<file path="config.mk">
export PLATFORM = sky130hd
export DESIGN_NAME = ram_access_arbiter_flat
export DESIGN_NICKNAME = d
export VERILOG_FILES = /design/src/rtl/ram_access_arbiter_if.sv /design/src/rtl/ram_access_arbiter.sv /design/src/flat_wrapper.sv
export SDC_FILE = /design/constraint.sdc
export NUM_CORES = 1
export LEC_CHECK = 0
export CAP_MARGIN = 30
export CORE_MARGIN = 2
export CORE_UTILIZATION = 39
export CTS_CLUSTER_DIAMETER = 100
export DETAILED_ROUTE_END_ITERATION = 6
export GPL_TIMING_DRIVEN = 0
export PLACE_DENSITY = 0.73
export SLEW_MARGIN = 20
export SYNTH_ARGS = -nofsm -noshare
export SYNTH_HDL_FRONTEND = slang
export SYNTH_SLANG_ARGS = --single-unit
</file>
<file path="constraint.sdc">
create_clock -name clk -period 1.59 [get_ports clk]
set_clock_uncertainty 0.2 [all_clocks]
set_input_delay 0.159 -clock clk [delete_from_list [all_inputs] [get_ports clk]]
set_output_delay 0.159 -clock clk [all_outputs]
set_load 0.01 [all_outputs]
</file>
<file path="src/rtl/ram_access_arbiter_if.sv">
// rtl/ram_access_arbiter_if.sv - requester, RAM and status signals of the RAM access arbiter
//
// Purpose: bundles the CPU port (c_*), DMA port (d_*), RAM macro port (ram_*)
// and status (busy/owner) into one interface.
// Modports:
//   slave  - the arbiter: takes requests and ram_rdata, drives acks, read data,
//            RAM command and status.
//   master - the surroundings (control unit, DMA, RAM model): the opposite view.
interface ram_access_arbiter_if #(
  parameter int ADDR_WIDTH = 8,
  parameter int DATA_WIDTH = 8
);
  logic                  c_req;
  logic                  c_we;
  logic [ADDR_WIDTH-1:0] c_addr;
  logic [DATA_WIDTH-1:0] c_wdata;
  logic                  c_ack;
  logic [DATA_WIDTH-1:0] c_rdata;

  logic                  d_req;
  logic                  d_we;
  logic [ADDR_WIDTH-1:0] d_addr;
  logic [DATA_WIDTH-1:0] d_wdata;
  logic                  d_ack;
  logic [DATA_WIDTH-1:0] d_rdata;

  logic [ADDR_WIDTH-1:0] ram_addr;
  logic [DATA_WIDTH-1:0] ram_wdata;
  logic                  ram_we;
  logic                  ram_re;
  logic [DATA_WIDTH-1:0] ram_rdata;

  logic                  busy;
  logic                  owner;

  modport slave (
    input  c_req, c_we, c_addr, c_wdata,
    input  d_req, d_we, d_addr, d_wdata,
    input  ram_rdata,
    output c_ack, c_rdata, d_ack, d_rdata,
    output ram_addr, ram_wdata, ram_we, ram_re,
    output busy, owner
  );

  modport master (
    output c_req, c_we, c_addr, c_wdata,
    output d_req, d_we, d_addr, d_wdata,
    output ram_rdata,
    input  c_ack, c_rdata, d_ack, d_rdata,
    input  ram_addr, ram_wdata, ram_we, ram_re,
    input  busy, owner
  );
endinterface

</file>
<file path="src/rtl/ram_access_arbiter.sv">
// rtl/ram_access_arbiter.sv - two-port (CPU/DMA) arbiter in front of a single-port synchronous RAM
//
// Purpose: grants the single-port data RAM to the CPU (fixed priority) or the
// DMA engine, issues one RAM command per grant and returns a one-cycle ack.
// A starvation counter forces a DMA grant after STARVE_LIMIT CPU grants taken
// while the DMA was waiting.
// Ports:
//   clk   - system clock, rising edge
//   reset - synchronous, active-high
//   bus   - ram_access_arbiter_if.slave: c_*/d_* request ports, ram_* RAM
//           command/read data, busy and owner status
module ram_access_arbiter #(
  parameter int ADDR_WIDTH   = 8,
  parameter int DATA_WIDTH   = 8,
  parameter int STARVE_LIMIT = 4
) (
  input  logic clk,
  input  logic reset,
  ram_access_arbiter_if.slave bus
);

  localparam logic [3:0] LIMIT = 4'(STARVE_LIMIT);

  typedef enum logic [1:0] {
    S_IDLE      = 2'd0,
    S_ACCESS    = 2'd1,
    S_READ_WAIT = 2'd2
  } state_t;

  state_t                r_state;
  logic [3:0]            r_starve_cnt;
  logic                  r_owner;
  logic                  r_we;
  logic                  r_busy;
  logic                  r_c_ack;
  logic                  r_d_ack;
  logic                  r_ram_we;
  logic                  r_ram_re;
  logic [ADDR_WIDTH-1:0] r_ram_addr;
  logic [DATA_WIDTH-1:0] r_ram_wdata;
  logic [DATA_WIDTH-1:0] r_c_rdata;
  logic [DATA_WIDTH-1:0] r_d_rdata;

  logic                  w_grant_d;
  logic                  w_grant_c;
  logic                  w_sel_we;
  logic [ADDR_WIDTH-1:0] w_sel_addr;
  logic [DATA_WIDTH-1:0] w_sel_wdata;
  logic                  w_rd_done;

  // DMA wins only when alone or when the CPU has starved it long enough.
  assign w_grant_d   = bus.d_req && (!bus.c_req || (r_starve_cnt == LIMIT));
  assign w_grant_c   = bus.c_req && !w_grant_d;
  assign w_sel_we    = w_grant_d ? bus.d_we    : bus.c_we;
  assign w_sel_addr  = w_grant_d ? bus.d_addr  : bus.c_addr;
  assign w_sel_wdata = w_grant_d ? bus.d_wdata : bus.c_wdata;

  always_ff @(posedge clk) begin
    if (reset) begin
      r_state      <= S_IDLE;
      r_starve_cnt <= 4'd0;
      r_owner      <= 1'b0;
      r_we         <= 1'b0;
      r_busy       <= 1'b0;
      r_c_ack      <= 1'b0;
      r_d_ack      <= 1'b0;
      r_ram_we     <= 1'b0;
      r_ram_re     <= 1'b0;
      r_ram_addr   <= '0;
      r_ram_wdata  <= '0;
      r_c_rdata    <= '0;
      r_d_rdata    <= '0;
    end else begin
      case (r_state)
        S_IDLE: begin
          r_c_ack <= 1'b0;
          r_d_ack <= 1'b0;
          if (w_grant_c || w_grant_d) begin
            r_owner     <= w_grant_d;
            r_we        <= w_sel_we;
            r_ram_addr  <= w_sel_addr;
            r_ram_wdata <= w_sel_wdata;
            r_ram_we    <= w_sel_we;
            r_ram_re    <= !w_sel_we;
            // A write completes in ACCESS, so its ack rides along with ram_we.
            r_c_ack     <= w_grant_c && w_sel_we;
            r_d_ack     <= w_grant_d && w_sel_we;
            r_busy      <= 1'b1;
            r_state     <= S_ACCESS;
          end
          if (w_grant_d) begin
            r_starve_cnt <= 4'd0;
          end else if (w_grant_c && bus.d_req) begin
            if (r_starve_cnt < LIMIT) begin
              r_starve_cnt <= r_starve_cnt + 4'd1;
            end
          end else if (!bus.d_req) begin
            r_starve_cnt <= 4'd0;
          end
        end
        S_ACCESS: begin
          r_ram_we <= 1'b0;
          r_ram_re <= 1'b0;
          if (r_we) begin
            r_c_ack <= 1'b0;
            r_d_ack <= 1'b0;
            r_busy  <= 1'b0;
            r_state <= S_IDLE;
          end else begin
            r_c_ack <= !r_owner;
            r_d_ack <= r_owner;
            r_state <= S_READ_WAIT;
          end
        end
        S_READ_WAIT: begin
          r_c_ack <= 1'b0;
          r_d_ack <= 1'b0;
          if (r_owner) begin
            r_d_rdata <= bus.ram_rdata;
          end else begin
            r_c_rdata <= bus.ram_rdata;
          end
          r_busy  <= 1'b0;
          r_state <= S_IDLE;
        end
        default: begin
          r_busy  <= 1'b0;
          r_state <= S_IDLE;
        end
      endcase
    end
  end

  // RAM data arrives during READ_WAIT; pass it straight through alongside the
  // ack and keep the captured copy visible afterwards.
  assign w_rd_done = (r_state == S_READ_WAIT);

  // Acks are masked by reset so a transfer aborted in ACCESS/READ_WAIT never
  // shows a completion pulse.
  assign bus.c_ack     = r_c_ack && !reset;
  assign bus.d_ack     = r_d_ack && !reset;
  assign bus.c_rdata   = (w_rd_done && !r_owner) ? bus.ram_rdata : r_c_rdata;
  assign bus.d_rdata   = (w_rd_done &&  r_owner) ? bus.ram_rdata : r_d_rdata;
  assign bus.ram_addr  = r_ram_addr;
  assign bus.ram_wdata = r_ram_wdata;
  assign bus.ram_we    = r_ram_we;
  assign bus.ram_re    = r_ram_re;
  assign bus.busy      = r_busy;
  assign bus.owner     = r_owner;

endmodule
</file>
<file path="src/flat_wrapper.sv">
// flat-port wrapper written by rule: the top's interface ports become plain ports
module ram_access_arbiter_flat 
#(
  parameter int ADDR_WIDTH   = 8,
  parameter int DATA_WIDTH   = 8,
  parameter int STARVE_LIMIT = 4
)
  (clk, reset, bus_c_req, bus_c_we, bus_c_addr, bus_c_wdata, bus_d_req, bus_d_we, bus_d_addr, bus_d_wdata, bus_ram_rdata, bus_c_ack, bus_c_rdata, bus_d_ack, bus_d_rdata, bus_ram_addr, bus_ram_wdata, bus_ram_we, bus_ram_re, bus_busy, bus_owner);
  ram_access_arbiter_if #(.ADDR_WIDTH(ADDR_WIDTH), .DATA_WIDTH(DATA_WIDTH)) bus_i ();
  input  logic clk;
  input  logic reset;
  input wire logic [$bits(bus_i.c_req)-1:0] bus_c_req;
  input wire logic [$bits(bus_i.c_we)-1:0] bus_c_we;
  input wire logic [$bits(bus_i.c_addr)-1:0] bus_c_addr;
  input wire logic [$bits(bus_i.c_wdata)-1:0] bus_c_wdata;
  input wire logic [$bits(bus_i.d_req)-1:0] bus_d_req;
  input wire logic [$bits(bus_i.d_we)-1:0] bus_d_we;
  input wire logic [$bits(bus_i.d_addr)-1:0] bus_d_addr;
  input wire logic [$bits(bus_i.d_wdata)-1:0] bus_d_wdata;
  input wire logic [$bits(bus_i.ram_rdata)-1:0] bus_ram_rdata;
  output wire logic [$bits(bus_i.c_ack)-1:0] bus_c_ack;
  output wire logic [$bits(bus_i.c_rdata)-1:0] bus_c_rdata;
  output wire logic [$bits(bus_i.d_ack)-1:0] bus_d_ack;
  output wire logic [$bits(bus_i.d_rdata)-1:0] bus_d_rdata;
  output wire logic [$bits(bus_i.ram_addr)-1:0] bus_ram_addr;
  output wire logic [$bits(bus_i.ram_wdata)-1:0] bus_ram_wdata;
  output wire logic [$bits(bus_i.ram_we)-1:0] bus_ram_we;
  output wire logic [$bits(bus_i.ram_re)-1:0] bus_ram_re;
  output wire logic [$bits(bus_i.busy)-1:0] bus_busy;
  output wire logic [$bits(bus_i.owner)-1:0] bus_owner;
  assign bus_i.c_req = bus_c_req;
  assign bus_i.c_we = bus_c_we;
  assign bus_i.c_addr = bus_c_addr;
  assign bus_i.c_wdata = bus_c_wdata;
  assign bus_i.d_req = bus_d_req;
  assign bus_i.d_we = bus_d_we;
  assign bus_i.d_addr = bus_d_addr;
  assign bus_i.d_wdata = bus_d_wdata;
  assign bus_i.ram_rdata = bus_ram_rdata;
  assign bus_c_ack = bus_i.c_ack;
  assign bus_c_rdata = bus_i.c_rdata;
  assign bus_d_ack = bus_i.d_ack;
  assign bus_d_rdata = bus_i.d_rdata;
  assign bus_ram_addr = bus_i.ram_addr;
  assign bus_ram_wdata = bus_i.ram_wdata;
  assign bus_ram_we = bus_i.ram_we;
  assign bus_ram_re = bus_i.ram_re;
  assign bus_busy = bus_i.busy;
  assign bus_owner = bus_i.owner;
  ram_access_arbiter #(.ADDR_WIDTH(ADDR_WIDTH), .DATA_WIDTH(DATA_WIDTH), .STARVE_LIMIT(STARVE_LIMIT)) u_core (.clk(clk), .reset(reset), .bus(bus_i));
endmodule
</file>
## Yosys cells after proc, flatten, opt, wreduce, memory -nomap -nowiden

Cells that the tools add are included.

| cells by class | value |
|---|---|
| add/sub/neg operators | 1 |
| order comparisons | 1 |
| equal/unequal tests | 7 |
| multiplexer cells | 25 |
| bitwise gates (word level) | 1 |
| reduce and logical (&&, ||, !) cells | 25 |

Operators by type and width:

| kind | number |
|---|---|
| $mux 8 | 4 |
| $mux 4 | 4 |
| $reduce_and 2->1 | 5 |
| $logic_and 1x1->1 | 9 |
| $mux 1 | 9 |
| $pmux 1 s2 | 3 |
| $pmux 1 s3 | 2 |
| $logic_not 1->1 | 5 |
| $add 4x1->4 const B | 1 |
| $eq 4x3->1 const B | 1 |
| $lt 4x3->1 const B | 1 |
| $mux 2 | 2 |
| $ne 2x1->1 const B | 2 |
| $pmux 2 s2 | 1 |
| $ne 3x1->1 const B | 1 |
| $ne 3x2->1 const B | 1 |
| $reduce_and 3->1 | 1 |
| $reduce_bool 3->1 | 1 |
| $eq 2x1->1 const B | 1 |
| $eq 2x2->1 const B | 1 |
| $logic_not 2->1 | 1 |
| $logic_or 1x1->1 | 2 |
| $reduce_bool 2->1 | 1 |
| $not 1->1 | 1 |

| storage, ports and cells | value |
|---|---|
| register bits | 45 |
| bits of input ports | 46 |
| output and inout bits | 38 |
| logic and storage cells | 73 |

## Depth between registers and ports, before layout

Gate-level depths: netlist of run 1.

| logic depth | value |
|---|---|
| word-level depth | 8 |
| gate-level depth with buffers | 7 |
| mapped depth without buffers | 5 |

## Least setup slack after synthesis of run 1

Ideal clock, no wire load.

| timing path | value |
|---|---|
| path kind | register to register |
| from | reg u_core.r_state[0] |
| to | reg u_core.r_d_rdata[0] |
| setup time | 115 ps |
| arrival time | 1,387 ps |
| required time | 1,275 ps |
| path slack | -112 ps |
| cell stages (with the launch flop) | 6 |
| buffers on the path | 0 |
| period minus slack after synthesis | 1,702 ps |
| cells stage by stage | dfxtp_1 > inv_1 > ha_1 > nand2_1 > mux2_2 > and2_1 |

| on the way | value |
|---|---|
| word-level cells in the longest chain between the ends | 2 |

RTL lines:

| item | line | RTL |
|---|---|---|
| start, declared | ram_access_arbiter.sv:30 | `state_t r_state;` |
| start signal, assigned | ram_access_arbiter.sv:60 | `r_state <= S_IDLE;` |
| start signal, assigned | ram_access_arbiter.sv:89 | `r_state <= S_ACCESS;` |
| start signal, assigned | ram_access_arbiter.sv:108 | `r_state <= S_IDLE;` |
| $eq 2x2->1 | ram_access_arbiter.sv:74 | `case (r_state)` |
| $reduce_and 2->1 (no source line) | n/a |  |
| end signal, assigned | ram_access_arbiter.sv:119 | `r_d_rdata <= bus.ram_rdata;` |
| end, declared | ram_access_arbiter.sv:42 | `logic [DATA_WIDTH-1:0] r_d_rdata;` |

No other way between the ends.
A chain may end at the register's enable or synchronous reset.

## Worst setup path in the final report of run 1

| timing path | value |
|---|---|
| from | reg u_core.r_state[0] |
| to | out bus_c_rdata[3] |

| on the way | value |
|---|---|
| word-level cells in the longest chain between the ends | 3 |

RTL lines:

| item | line | RTL |
|---|---|---|
| $eq 2x2->1 | ram_access_arbiter.sv:136 | `assign w_rd_done = (r_state == S_READ_WAIT);` |
| $logic_and 1x1->1 | ram_access_arbiter.sv:142 | `assign bus.c_rdata = (w_rd_done && !r_owner) ? bus.ram_rdata : r_c_rdata;` |
| $mux 8 | ram_access_arbiter.sv:142 |  |
| end, declared | flat_wrapper.sv:22 | `output wire logic [$bits(bus_i.c_rdata)-1:0] bus_c_rdata;` |

No other way between the ends.

==> impl_metrics.toml, run 1 <==
[status]
result_of_the_run = "finished with violations"
failed_checks = "setup timing"

[setup_path]
reg2reg_to = "u_core.r_c_rdata[1]"
cp-start-kind = "flop"
regToRegSetupSlack_ns = -0.17
crit_end = "bus_c_rdata[3]"
setup.worst_path.class = "flop to primary output"
ff2ff_path_depth = 7
critPathCaptureType = "primary output"
crit_required_ns = 1.23
regToRegStartpoint = "u_core.r_state[0]"
cp_data_arrival_time_ns = 1.61
worst_setup_path_startpoint = "u_core.r_state[0]"
timing.critical_path.fanout_max = 3

[power_and_ir_drop]
p_leak_nw = 1.69
total_switching_power_w = 0.000849
swShare_pct = 28.6
internal_portion_of_total_power_w = 0.00212
worst_ir_drop_vdd_mv = 0.379
power.clock.fraction_pct = 23.4
seq_power_share_pct = 43.0
powerDensity_mw_per_mm2 = 778
comb_power_share_pct = 33.6

[timing]
setup_viol_count_final = 55
min_period_ns = 1.97
postLayoutSetupSlackWorst_ns = -0.375
max-slew-margin-rel_pct = 68.0
final-hold-violation-count = 0
fin_crit_sh_pct = 124
rsz_0062_raised_after_global_routing = "true"
drv_slew = 0
maximum_frequency_from_static_timing_analysis_mhz = 509
tightestPinTransition_ns = 0.480

[synth]
synth-compound-area-share_pct = 23.9
syn-mean-instance-area_um2 = 9.62
postSynthNetCount = 277
synth-main-ff-cell = "sky130_fd_sc_hd__dfxtp_1"
yosysSeqAreaShare_pct = 41.6
yosysTopAreaCell = "sky130_fd_sc_hd__dfxtp_1"
synth_area_mm2 = 0.00216
ys_top_cells_by_area = "sky130_fd_sc_hd__dfxtp_1, sky130_fd_sc_hd__mux2_2, sky130_fd_sc_hd__a21bo_1, sky130_fd_sc_hd__a31oi_1, sky130_fd_sc_hd__and2_1"
yosys.area_share.simple_pct = 15.8
synthesis.yosys.warnings = 0
synth_fa_ha_area_share_pct = 3.47
synth-xor-area-share_pct = 0.405
synth.lib_cells_used.distinct = 39
async_reset_ff_share_pct = 0
netlist.area_leader.share_pct = 41.6
count_of_flip_flops_with_a_built_in_enable_after_synthesis = 0
dominant_combinational_cell_family_by_area_after_synthesis = "compound AO/OA/AOI/OAI gates"
synth_cells = 225
synthMuxAreaShare_pct = 9.77
synth-seq-cells = 45

[detailed_routing]
first_iter_violations = 58
detail_route.wl_per_cell_um = 15.6
routed_wl_um = 6510
vias_per_cell = 5.14
first_pass_iters = 4
remaining_antenna_violation_count = 0
via_count = 2143
drc_errors = 0

[clocking]
cts_sinks = 45
cts_root_buf = "sky130_fd_sc_hd__clkbuf_8"
clock_tree_from_tritoncts = "done"
hold_buffers = 0
worst_skew_pair.late_latency_ns = 0.30
cts_bufs_inserted = 5
clkSlewWorstSetupHoldPaths_ns = 0.09
cts_max_level = 2
cts_buffer_depth = 2

[die]
die-area_mm2 = 0.00616
dieHeight_um = 78.5
dieWidth_um = 78.5
rows = 27
top_level_ports = 84
initial_utilization_pct = 39.8
core_area_mm2 = 0.00544

[layout]
antenna-diode-count = 0
layout_cells_sized_above_1_pct = 37.4
area.growth.synth_to_final_pct = 76.2
most_frequent_standard_cell_in_the_layout_excluding_fill_and_tap_cells = "sky130_fd_sc_hd__clkdlybuf4s50_1"
commonest_cells_after_routing_fill_and_taps_aside = "sky130_fd_sc_hd__clkdlybuf4s50_1, sky130_fd_sc_hd__dfxtp_1, sky130_fd_sc_hd__buf_6"
layoutNonFillerInstCount = 417
finalNetCount = 396

[global_routing]
grt_start_max_net_pins = 14
grt_pass1_vias = 2093
gr-total-overflow = 0
grt.met3_usage_pct = 3.91
first_pass_grt_wire_length_um = 10400
busiest_layer = "met2"
number_of_antenna_violations_at_the_first_check_in_global_routing = 0
grt_util_all_layers_pct = 21.3
grt_use_met2_pct = 36.2
gr_util_met1_pct = 27.2

[placed_design]
hpwlAfterDp_um = 4100
preCtsSetupSlack_ns = -0.501
number_of_port_buffers = 83
placed_instance_count = 380
gp_congestion = 0.782

[worst_hold_path]
hold_depth = 4
hold_removal_path_class = "input port to flop"

[flow_run]
max-cap-violations = 0
[sequential cells by signal (all words and copies together) (netlist names), 2 cells and up]
register              count
u_core.r_c_rdata          8
u_core.bus.ram_wdata      8
u_core.bus.ram_addr       8
u_core.r_state            2
u_core.r_d_rdata          8
u_core.r_starve_cnt       4
[layout make-up]
| class | instances | area, um^2 |
|---|---|---|
| Sequential cell | 45 | 913 |
| Inverter | 9 | 36.3 |
| Fill cell | 419 | 1620 |
| Timing Repair Buffer | 112 | 1130 |
| Clock inverter | 2 | 10.0 |
| Tap cell | 72 | 90.1 |
| Multi-Input combinational cell | 155 | 1430 |
| Clock buffer | 6 | 72.6 |
| Buffer | 16 | 131 |
[through the flow]
step           util, %  cell area [um^2]  total power [W]  TNS, ns  hold slack [ns]
3_5_place_dp      57.2              3110          0.00199   -17.74            0.274
4_1_cts           67.1              3650          0.00289    -4.81            0.211
2_1_floorplan        -              2190          0.00163   -0.202            0.114
3_3_place_gp      57.2              3110          0.00198   -16.38            0.267
5_1_grt           70.1              3810          0.00311   -11.01            0.244
6_report          70.1              3810          0.00297    -7.30            0.229
[worst max-delay path, cell delays in order, from the launching register on]
cell,delay [ns]
sky130_fd_sc_hd__dfxtp_2,0.35
sky130_fd_sc_hd__inv_2,0.06
sky130_fd_sc_hd__ha_4,0.16
sky130_fd_sc_hd__buf_4,0.13
sky130_fd_sc_hd__nand2b_4,0.08
sky130_fd_sc_hd__buf_12,0.11
sky130_fd_sc_hd__mux2_4,0.30
sky130_fd_sc_hd__buf_6,0.12
[metal layers]
metal	share of wire [%]	wire, um
met1	42	2770
met2	51	3310
met3	5.4	349
met4	1.2	76
met5	0	0
[power by group through the flow]
stage                     Combinational, W  Sequential, W  Clock (W)
after detailed placement          0.000701        0.00129          0
after global placement            0.000690        0.00129          0
after global routing               0.00107        0.00128   0.000754
final                             0.000998        0.00127   0.000694
after CTS                         0.000918        0.00127   0.000698
after floorplan                   0.000317        0.00132          0
[timing repair]
| action | 4_1_cts | 5_1_grt |
|---|---|---|
| gates cloned | 4 | 1 |
| gates resized for setup | 173 | 34 |
| pin swaps | 8 | 6 |
| endpoints found under the setup margin | 63 | 59 |
| buffers inserted | 16 | 9 |
[how the worst min path moves through the flow]
stage / start / to
6_report: reset / u_core.bus.ram_re
5_1_grt: bus_c_addr[4] / u_core.bus.ram_addr[4]
4_1_cts: reset / u_core.bus.ram_we
3_5_place_dp: u_core.r_d_ack / u_core.r_d_ack
3_3_place_gp: u_core.r_c_ack / u_core.r_c_ack
2_1_floorplan: bus_c_wdata[6] / u_core.bus.ram_wdata[6]
[synth_stat cells (all sizes together), types with 4 or more instances]
library cell  count
dfxtp            45
o21ai            19
a31oi            18
a21bo            17
mux2             17
and2             16
nand3            16
clkbuf           10
inv               9
buf               7
ha                6
nor2              6
nor3b             4
[cells by family after synthesis]
group	after synthesis
adders and majority gates	6
xor gates and xnor gates	1
and+or+nand+nor	57
DFF	45
muxes	19
AOI/OAI and AO/OA	71
buffers and inverters	26
No activity file was read; power rests on OpenSTA's default activity.
==> inputs of run 2 (changes only) <==
--- a/config.mk
+++ b/config.mk
@@ -11,6 +11,7 @@
 export CTS_CLUSTER_DIAMETER = 100
 export DETAILED_ROUTE_END_ITERATION = 6
 export GPL_TIMING_DRIVEN = 0
+export HOLD_SLACK_MARGIN = 0.12
 export PLACE_DENSITY = 0.73
 export SLEW_MARGIN = 20
 export SYNTH_ARGS = -nofsm -noshare
==> constraint.sdc (replaced) <==
create_clock -name clk -period 1.7 [get_ports clk]
set_clock_uncertainty 0.2 [all_clocks]
set_input_delay 0.17 -clock clk [delete_from_list [all_inputs] [get_ports clk]]
set_output_delay 0.17 -clock clk [all_outputs]
set_load 0.01 [all_outputs]
==> impl_metrics.toml, run 2 (synthesis gave the netlist of run 1 again) <==
[timing]
max-slew-margin-rel_pct = 69.0
final-hold-violation-count = 0
fin_crit_sh_pct = 117
postLayoutSetupSlackWorst_ns = -0.284
setup_viol_count_final = 17
rsz_0062_raised_after_global_routing = "true"
maximum_frequency_from_static_timing_analysis_mhz = 504
finalHoldWorstSlack_ns = 0.235
tightestPinTransition_ns = 0.465
min_period_ns = 1.98
drv_slew = 0

[setup_path]
crit_required_ns = 1.33
crit_path_max_incr_delay_ns = 0.33
critPathCaptureType = "primary output"
timing.critical_path.cells = "inv_2 > ha_4 > nor2b_4 > buf_6 > mux2_4 > buf_6"
ff2ff_path_depth = 7
crit_top_cell = "sky130_fd_sc_hd__buf_6"
worst_path_max_delay_cell = "sky130_fd_sc_hd__dfxtp_2"
timing.critical_path.fanout_max = 4
cp_data_arrival_time_ns = 1.61
setup.worst_path.class = "flop to primary output"
cp-start-kind = "flop"

[clocking]
cts_root_buf = "sky130_fd_sc_hd__clkbuf_8"
cts_max_level = 2
clkSlewWorstSetupHoldPaths_ns = 0.09
cts_bufs_inserted = 5
hold_buffers = 0
cts_sinks = 45
worst_skew_pair.late_latency_ns = 0.31
cts_buffer_depth = 2
clock_tree_from_tritoncts = "done"

[power_and_ir_drop]
total_power_w = 0.00284
powerDensity_mw_per_mm2 = 784
p_leak_nw = 1.55
worst_ir_drop_vdd_mv = 0.430

[global_routing]
grt_use_met2_pct = 32.6
busiest_layer = "met2"
gr_util_met1_pct = 25.4
gr-total-overflow = 0
grt_util_all_layers_pct = 19.7
grt_start_max_net_pins = 16
grt_pass1_vias = 2059
number_of_antenna_violations_at_the_first_check_in_global_routing = 0
grt.met3_usage_pct = 4.02
first_pass_grt_wire_length_um = 9680

[layout]
antenna-diode-count = 0
final.fill_count = 460
commonest_cells_after_routing_fill_and_taps_aside = "sky130_fd_sc_hd__clkdlybuf4s50_1, sky130_fd_sc_hd__dfxtp_1, sky130_fd_sc_hd__buf_6"
layout.core_utilization_pct = 66.5
layout_cells_sized_above_1_pct = 29.6
area.growth.synth_to_final_pct = 67.1
most_frequent_standard_cell_in_the_layout_excluding_fill_and_tap_cells = "sky130_fd_sc_hd__clkdlybuf4s50_1"
finalNetCount = 385

[detailed_routing]
via_count = 2095
drc_errors = 0
remaining_antenna_violation_count = 0
first_pass_iters = 4
vias_per_cell = 5.16
first_iter_violations = 73
detail_route.wl_per_cell_um = 14.9
routed_wl_um = 6050

[die]
core_area_mm2 = 0.00544
initial_utilization_pct = 39.8
top_level_ports = 84
dieWidth_um = 78.5
die-area_mm2 = 0.00616
dieHeight_um = 78.5
rows = 27

[flow_run]
max-cap-violations = 0

[placed_design]
gp_congestion = 0.785
preCtsSetupSlack_ns = -0.537
hpwlAfterDp_um = 3980
number_of_port_buffers = 83

[worst_hold_path]
hold_depth = 3
hold_removal_path_class = "input port to flop"

[status]
result_of_the_run = "finished with violations"
failed_checks = "setup timing"
[run 2: critical path: cells and delay by family (launching register included)]
family / cells / cell delay [ns]
fa+ha+maj: 1 / 0.13
flops: 1 / 0.33
buf+inv: 3 / 0.32
mux: 1 / 0.30
simple gates: 1 / 0.22
[run 2: path summary, 6_finish.rpt]
path / startpoint / to / slack [ns]
worst min register to register: u_core.r_c_ack / u_core.r_c_ack / 0.29
worst max register to register: u_core.r_state[0] / u_core.r_c_rdata[7] / -0.04
worst max-delay path: u_core.r_state[0] / bus_c_rdata[2] / -0.28
worst min-delay path: bus_c_addr[2] / u_core.bus.ram_addr[2] / 0.24
[run 2: area by class of cell]
type | instances | area [um^2] | area share (%)
sequential | 45 | 910 | 25.1
buffer | 16 | 121 | 3.36
tap | 72 | 90.1 | 2.49
multi-input combinational | 155 | 1350 | 37.2
clock inverter | 3 | 46.3 | 1.28
clock buffer | 5 | 68.8 | 1.90
inverter | 9 | 36.3 | 1.00
timing repair buffer | 101 | 998 | 27.6
[run 2: stage by stage]
step	setup TNS (ns)	std cells	instance area, um^2
after floorplan	-0.0161	225	2160
after global placement	-14.38	380	3090
after detailed placement	-15.06	380	3090
after CTS	-3.28	400	3520
after global routing	-4.42	406	3620
final	-3.41	406	3620
[run 2: metal layers]
layer / part of all wire (%) / up-vias
met5: 0 / -
li1: - / 1032
met2: 51 / 67
met4: 1.7 / 0
met3: 4.8 / 11
met1: 42 / 985
[run 2: timing repair]
action	CTS	global route
gates cloned	1	2
resized for setup	142	17
setup buffers	11	5
setup endpoints to repair	54	43
pin swaps	3	5
[run 2: power breakdown]
part	total (W)	internal, W	switching, W
Sequential	0.00119	0.00114	0.0000508
Clock	0.000830	0.000440	0.000390
Combinational	0.000815	0.000481	0.000334
Total	0.00284	0.00206	0.000774
==> inputs of run 3 (changes only) <==
--- a/config.mk
+++ b/config.mk
@@ -13,6 +13,7 @@
 export GPL_TIMING_DRIVEN = 0
 export HOLD_SLACK_MARGIN = 0.12
 export PLACE_DENSITY = 0.73
+export SKIP_CTS_REPAIR_TIMING = 1
 export SLEW_MARGIN = 20
 export SYNTH_ARGS = -nofsm -noshare
 export SYNTH_HDL_FRONTEND = slang
==> impl_metrics.toml, run 3 (synthesis gave the netlist of run 1 again) <==
[timing]
setup_viol_count_final = 18
tightestPinTransition_ns = 0.386
finalHoldWorstSlack_ns = 0.238
min_period_ns = 2.04
maximum_frequency_from_static_timing_analysis_mhz = 491
fin_crit_sh_pct = 120
rsz_0062_raised_after_global_routing = "true"
drv_slew = 0
postLayoutSetupSlackWorst_ns = -0.336
max-slew-margin-rel_pct = 74.3
final-hold-violation-count = 0

[clocking]
cts_buffer_depth = 2
cts_bufs_inserted = 5
clkSlewWorstSetupHoldPaths_ns = 0.09
cts_sinks = 45
cts_root_buf = "sky130_fd_sc_hd__clkbuf_8"
worst_skew_pair.late_latency_ns = 0.31
cts_max_level = 2
clock_tree_from_tritoncts = "done"

[power_and_ir_drop]
worst_ir_drop_vdd_mv = 0.432
p_leak_nw = 1.51
swShare_pct = 27.4
total_power_w = 0.00277
power.clock.fraction_pct = 30.0
seq_power_share_pct = 43.1
powerDensity_mw_per_mm2 = 798
internal_portion_of_total_power_w = 0.00201
comb_power_share_pct = 26.9
total_switching_power_w = 0.000759

[die]
dieWidth_um = 78.5
initial_utilization_pct = 39.8
rows = 27
core_area_mm2 = 0.00544
top_level_ports = 84
dieHeight_um = 78.5
die-area_mm2 = 0.00616

[setup_path]
regToRegSetupSlack_ns = -0.02
timing.critical_path.fanout_max = 4
ff2ff_path_depth = 7
critPathCaptureType = "primary output"
cp_data_arrival_time_ns = 1.67
setup.worst_path.class = "flop to primary output"
cp-start-kind = "flop"
regToRegStartpoint = "u_core.r_state[0]"
crit_required_ns = 1.33
reg2reg_to = "u_core.r_d_rdata[0]"

[status]
failed_checks = "setup timing"
result_of_the_run = "finished with violations"

[worst_hold_path]
hold_depth = 3
hold_removal_path_class = "input port to flop"
timing.hold.worst.start = "bus_c_wdata[7]"
timing.hold.worst_endpoint = "u_core.bus.ram_wdata[7]"

[detailed_routing]
first_pass_iters = 4
via_count = 2056
drc_errors = 0
vias_per_cell = 5.19
remaining_antenna_violation_count = 0
first_iter_violations = 76
detail_route.wl_per_cell_um = 14.8
routed_wl_um = 5880

[layout]
finalNetCount = 375
antenna-diode-count = 0
layout_cells_sized_above_1_pct = 25.9
layout.core_utilization_pct = 63.7
commonest_cells_after_routing_fill_and_taps_aside = "sky130_fd_sc_hd__clkdlybuf4s50_1, sky130_fd_sc_hd__dfxtp_1, sky130_fd_sc_hd__a31oi_1"
final.fill_count = 472
most_frequent_standard_cell_in_the_layout_excluding_fill_and_tap_cells = "sky130_fd_sc_hd__clkdlybuf4s50_1"
area.growth.synth_to_final_pct = 60.2

[global_routing]
first_pass_grt_wire_length_um = 8960
number_of_antenna_violations_at_the_first_check_in_global_routing = 0
grt_util_all_layers_pct = 18.1
gr-total-overflow = 0
grt_pass1_vias = 1964
grt_start_max_net_pins = 16

[placed_design]
hpwlAfterDp_um = 3980
number_of_port_buffers = 83
gp_congestion = 0.785

[flow_run]
max-cap-violations = 0
run 3: changes by cell type in the layout (fill, tap and decap cells not counted), sizes merged:
cell           delta
clkbuf            +3
clkdlybuf4s50     +1
buf              -14
dlygate4sd2       -2
dlymetal6s2s      +2
run 3: final cells by class:
class / instances / area, um^2 / share of cell area [%]
multi-input combinational: 155 / 1310 / 37.9
inverter: 9 / 36.3 / 1.05
timing repair buffer: 90 / 880 / 25.4
tap: 72 / 90.1 / 2.60
sequential: 45 / 912 / 26.3
clock buffer: 5 / 68.8 / 1.98
clock inverter: 3 / 46.3 / 1.34
buffer: 17 / 120 / 3.46
run 3: routing by layer:
metal / GRT usage [%] / vias to the layer above / routed length, um
met3: 4.02 / 11 / 243
li1: - / 1012 / -
met4: 6.32 / 0 / 100
met2: 30.3 / 59 / 2900
met1: 22.9 / 974 / 2640
met5: 0 / - / 0
run 3: worst max-delay path by stage:
stage / start / end
after detailed placement: u_core.r_state[0] / bus_d_rdata[2]
after global placement: u_core.r_state[0] / bus_d_rdata[2]
after floorplan: u_core.r_state[0] / u_core.r_d_rdata[0]
after CTS: u_core.r_state[0] / bus_d_rdata[2]
final: u_core.r_state[0] / bus_c_rdata[2]
after global routing: u_core.r_state[0] / bus_c_rdata[2]
run 3: power groups by stage:
stage	clock network [W]	registers (W)	logic, W
3_5_place_dp	0	0.00121	0.000648
3_3_place_gp	0	0.00121	0.000638
6_report	0.000830	0.00119	0.000744
5_1_grt	0.000890	0.00120	0.000812
4_1_cts	0.000850	0.00119	0.000651
2_1_floorplan	0	0.00123	0.000290
run 3: through the flow:
step | area [um^2] | setup TNS (ns) | setup slack [ns] | instances
after floorplan | 2160 | -0.0161 | -0.00201 | 225
after global placement | 3090 | -14.38 | -0.522 | 380
after detailed placement | 3090 | -15.06 | -0.537 | 380
after CTS | 3200 | -18.83 | -0.875 | 388
after global routing | 3470 | -4.67 | -0.396 | 396
final | 3470 | -3.67 | -0.336 | 396
run 3: critical path, stage by stage (launching register included):
cell                      delay (ns)
sky130_fd_sc_hd__dfxtp_4        0.38
sky130_fd_sc_hd__inv_4          0.04
sky130_fd_sc_hd__ha_4           0.16
sky130_fd_sc_hd__nor2b_4        0.13
sky130_fd_sc_hd__buf_6          0.12
sky130_fd_sc_hd__buf_6          0.10
sky130_fd_sc_hd__mux2_4         0.31
sky130_fd_sc_hd__buf_6          0.12
